**config.mk**
```make
export PLATFORM = sky130hd
export DESIGN_NAME = alu_chk_err_window
export DESIGN_NICKNAME = d
export VERILOG_FILES = /design/src/rtl/alu_chk_err_window.sv
export SDC_FILE = /design/constraint.sdc
export NUM_CORES = 1
export LEC_CHECK = 0
export CAP_MARGIN = 20
export CORE_AREA = 2 2 39 41
export CTS_CLUSTER_SIZE = 20
export DETAILED_ROUTE_END_ITERATION = 8
export DIE_AREA = 0 0 41 43
export DONT_BUFFER_PORTS = 1
export PLACE_DENSITY = 0.3
export SYNTH_ARGS = -nofsm -noshare
export SYNTH_HDL_FRONTEND = slang
export SYNTH_SLANG_ARGS = --single-unit
```
**constraint.sdc**
```tcl
create_clock -name clk -period 1.4 [get_ports clk]
set_input_delay 0.28 -clock clk [delete_from_list [all_inputs] [get_ports clk]]
set_output_delay 0.28 -clock clk [all_outputs]
set_load 0.01 [all_outputs]
```
**src/rtl/alu_chk_err_window.sv**
```systemverilog
// rtl/alu_chk_err_window.sv - armed/count/expire tracker for a bounded ERR response
module alu_chk_err_window #(
  parameter int ERR_WINDOW = 3
) (
  input  logic clk,
  input  logic rst,
  input  logic trigger,
  input  logic hit,
  output logic expire
);

  localparam int CW = $clog2(ERR_WINDOW + 1);

  logic          armed;
  logic [CW-1:0] count;

  // Last cycle of the window with no ERR; a reload on the same edge supersedes it
  assign expire = armed && (count == CW'(1)) && !hit && !trigger;

  // Arm or reload on trigger, disarm on ERR or when the window runs out
  always_ff @(posedge clk) begin
    if (rst) begin
      armed <= 1'b0;
      count <= '0;
    end else if (trigger) begin
      armed <= 1'b1;
      count <= CW'(ERR_WINDOW);
    end else if (armed && (hit || count == CW'(1))) begin
      armed <= 1'b0;
      count <= '0;
    end else if (armed) begin
      count <= count - 1'b1;
    end
  end

endmodule

```
# Word-level counts from Yosys, hierarchy flattened
# Cells that the tools add are included.
[totals]
regBits = 3
latchBits = 0
ram_bits = 0
rom_bits = 0
in_bits = 4
output_inout_bits = 1
memories = 0
[op_classes]
add_sub_neg = 1
multipliers = 0
div = 0
order_cmp = 0
n_eq_ne = 1
shifts = 0
mux = 5
n_bitwise = 0
n_reduce_logical = 9
[ops]
columns = ["operator", "n"]
rows = [
  ["two-way mux 2 bit", 3],
  ["logical AND 1 bit", 4],
  ["nonzero test 3 bit", 1],
  ["== test 2 x 1 -> 1 bit (second input constant)", 1],
  ["logical NOT 1 bit", 2],
  ["two-way mux 1 bit", 2],
  ["nonzero test 2 bit", 1],
  ["subtractor 2 x 1 -> 2 bit (second input constant)", 1],
  ["logical OR 1 bit", 1],
]

# Longest topological paths before layout
[logic_depth]
depth_word = 5
depth_mapped = 4
mapped_depth_nobuf = 4

# Worst setup path before layout
# OpenSTA, ideal clock, no wires.
[synth_timing]
kind = "reg2out"
start = "register count[0]"
end = "output expire"
arrival_time_ps = 934
required_ps = 1120
slack_ps = 186
path_stages_with_launch = 3
n_path_buf = 0
cell_sequence = "dfxtp_1 ha_1 nor4bb_1"
[synth_via]
elab_chain_cells = 4
[synth_lines]
columns = ["item", "line", "rtl"]
rows = [
  ["from (decl)", "15", "logic [CW-1:0] count;"],
  ["from (signal assigned)", "27", "count <= CW'(ERR_WINDOW);"],
  ["from (signal assigned)", "32", "count <= count - 1'b1;"],
  ["== test 2 x 1 -> 1 bit", "18", "assign expire = armed && (count == CW'(1)) && !hit && !trigger;"],
  ["logical AND 1 bit (3 in a row)", "18", ""],
  ["to (decl)", "9", "output logic expire"],
]
# No other way between the ends.

# Worst setup path after layout
# Same ends and word-level chain as after synthesis.

==> flow_metrics.env <==
export IMPL_globalRouteOverflowTotal=0
export IMPL_whs_endpoint="count[0]"
export IMPL_post_route_period_util=0.964
export IMPL_cts_tree="built"
export IMPL_synth_adder_area_share=0.0820
export IMPL_initial_core_util=0.110
export IMPL_postLayoutCoreUtil=0.171
export IMPL_slew_violations=0
export IMPL_grt_max_degree=6
export IMPL_crit_slowest_cell="dfxtp_2"
export IMPL_die_x_um=41
export IMPL_wirelength_um=321
export IMPL_reg2reg_to="count[0]"
export IMPL_pwr_share_comb=0.106
export IMPL_die_area_mm2=0.00176
export IMPL_ys_seq_elements=3
export IMPL_core_area_mm2=0.00138
export IMPL_fin_nets=26
export IMPL_p_switching_uw=59.4
export IMPL_synth_xor_area_share=0
export IMPL_hp_class="input port to register"
export IMPL_outcome="finished clean"
export IMPL_synthFlopType="dfxtp_1"
export IMPL_min_path_cells=1
export IMPL_route_detailed_drc=0
export IMPL_async_flop_share=0
export IMPL_critPathRequiredTime_ps=1120
export IMPL_criticalPathCategory="register to output port"
export IMPL_switching_share=0.213
export IMPL_h_tree_depth=1
export IMPL_path_cells="ha_4, nor4bb_4, buf_4"
export IMPL_via_count=132
export IMPL_synth_cells=15
export IMPL_wl_per_cell_um=8.92
export IMPL_synth_area_mux_share=0
export IMPL_synth_top_family_by_area="simple AND/OR/NAND/NOR gates"
export IMPL_rsz0062_at_grt="true"
export IMPL_drive_above_1_share=0.500
export IMPL_cp_max_fo=3
export IMPL_tightest_slew_ps=190
export IMPL_synth_top_cell_by_area="dfxtp_1"
export IMPL_r2r_setup_slack_ps=170
export IMPL_area_growth_pct=54.9
export IMPL_vias_per_cell=3.67
export IMPL_worstHoldStart="rst"
export IMPL_finalHoldViolCount=0
export IMPL_synth_top_area_share=0.393
export IMPL_die_h_um=43
export IMPL_fin_skew_ps=2.87
export IMPL_ys_top_cells_by_count="dfxtp_1, inv_1"
export IMPL_setup_viol=0
export IMPL_timing_final_ws_setup_ps=49.8
export IMPL_gp_routability_congestion=0.536
export IMPL_root_buffer="clkbuf_4"
export IMPL_synth_most_common_cell="dfxtp_1"
export IMPL_cts_max_path_buffers=2
export IMPL_synth_seq_area_share=0.393
export IMPL_fmax_mhz=741
export IMPL_grt_pass1_wl_um=538
export IMPL_drt_pass1_iter_count=2
export IMPL_grt_pass1_vias=150
export IMPL_antennaDiodeCount=0
export IMPL_internal_power_uw=219
export IMPL_ff2ff_path_depth=4
export IMPL_synth_simple_area_share=0.303
export IMPL_post_place_ws_ps=131
export IMPL_finalNonFillerCells=36
export IMPL_antenna_found_initial=0
export IMPL_insertion_delay_ps=230
export IMPL_max_stage_delay_ps=360
export IMPL_clock_sinks=3
export IMPL_netlist_area_um2=153
export IMPL_syn_nets=20
export IMPL_slew_headroom=0.873
export IMPL_power_clock_fraction=0.533
export IMPL_post_cts_setup_buffers=0
export IMPL_io_pins=5
export IMPL_power_frac_seq=0.361
export IMPL_cts_buffers_inserted=3
export IMPL_crit_arrival_ps=1070
export IMPL_dp_cells=32
export IMPL_io_buffer_count=0
export IMPL_synth_avg_cell_area_um2=10.2
export IMPL_yosys_warnings=0
export IMPL_drv_cap=0
export IMPL_p_per_area_mw_per_mm2=1180
export IMPL_clk_pin_slew_ps=40
export IMPL_synth_compound_area_frac=0.172
export IMPL_period_minus_slack_ps=1350
export IMPL_worstSetupStartpointType="register"
export IMPL_crit_path_end_kind="output port"
export IMPL_grt_usage=0.0552
export IMPL_rows=14
export IMPL_synth_distinct_cells=12
export IMPL_synth_area_leaders="dfxtp_1, a221oi_2, ha_1"
export IMPL_drt_first_iter_violations=1
export IMPL_power_leakage_nw=0.0887
export IMPL_r2r_start="count[1]"
export IMPL_whs_ps=105
export IMPL_irDropWorstVdd_v=0.000240
export IMPL_ant_nets=0
export IMPL_synth_enable_flop_cells=0
-- stage by stage --
step                      area [µm²]  power, mW  TNS, ps
after floorplan                  153      0.117        0
after global placement           180      0.122        0
after detailed placement         180      0.122        0
after CTS                        216      0.279        0
after global routing             236      0.301    -22.4
final                            236      0.278        0
-- power groups by stage --
| stage | logic [mW] | registers, mW | clock network, mW |
|---|---|---|---|
| final | 0.0296 | 0.100 | 0.148 |
| after floorplan | 0.0193 | 0.0974 | 0 |
| after global placement | 0.0227 | 0.0990 | 0 |
| after global routing | 0.0346 | 0.101 | 0.166 |
| after CTS | 0.0241 | 0.0983 | 0.156 |
| after detailed placement | 0.0228 | 0.0989 | 0 |
-- critical path, delay by kind of cell, from the launching register on --
| kind | cells | cell delay [ps] |
|---|---|---|
| flip-flops | 1 | 360 |
| buffers and inverters | 1 | 160 |
| AND/OR/NAND/NOR | 1 | 180 |
| adder cells (fa/ha/maj) | 1 | 140 |
-- kinds of logic after synthesis --
group                      after synthesis
DFF                                      3
and+or+nand+nor                          6
AOI/OAI and AO/OA                        3
buffers and inverters                    2
adders and majority gates                1
-- repair_timing --
item,in CTS,in global routing
endpoints found under the hold margin,0,0
hold buffers,0,0
endpoints found under the setup margin,1,1
gates resized for setup,3,4
cloned,0,0
pin swaps,1,0
-- registers in the layout, indices dropped and copies added, names as in the netlist --
signal and cells:
armed 1, count 2
-- area by class of cell --
class / count / area (µm²)
fillers: 158 / 1150
multi-input cells: 10 / 113
flip-flops and latches: 3 / 62.6
clock buffers: 4 / 26.3
well taps: 16 / 20.0
repair buffers: 1 / 7.51
inverters: 2 / 7.51
-- placed cells by master (no fill, tap or decap) --
| cell type | synthesis | routed |
|---|---|---|
| ha_4 | 0 | 1 |
| dfxtp_2 | 0 | 2 |
| nor2_1 | 1 | 1 |
| and2_1 | 1 | 1 |
| a221oi_2 | 1 | 1 |
| inv_2 | 0 | 1 |
| nand4bb_1 | 1 | 1 |
| a31oi_1 | 1 | 1 |
| buf_4 | 0 | 1 |
| clkbuf_4 | 0 | 3 |
| a21oi_1 | 1 | 1 |
| or3b_1 | 1 | 1 |
| nor4bb_4 | 0 | 1 |
| nand2b_1 | 1 | 1 |
| inv_1 | 2 | 1 |
| dfxtp_1 | 3 | 1 |
| clkbuf_1 | 0 | 1 |
-- metal layers --
layer  up-vias  GRT usage  part of all wire
met2         5     0.0719              0.48
met3         0     0.0524              0.14
met5         -          0                 0
li1         65          -                 -
met1        62     0.0322              0.38
met4         0     0.0800                 0
-- how the worst max path moves through the flow --
stage / startpoint / endpoint / slack [ps]
final: count[0] / expire / 50
after floorplan: count[0] / expire / 190
after global routing: count[1] / expire / -20
after CTS: count[1] / expire / 1
after detailed placement: count[1] / count[0] / 130
after global placement: count[1] / count[0] / 120
Power figures use the tool's default switching activity.
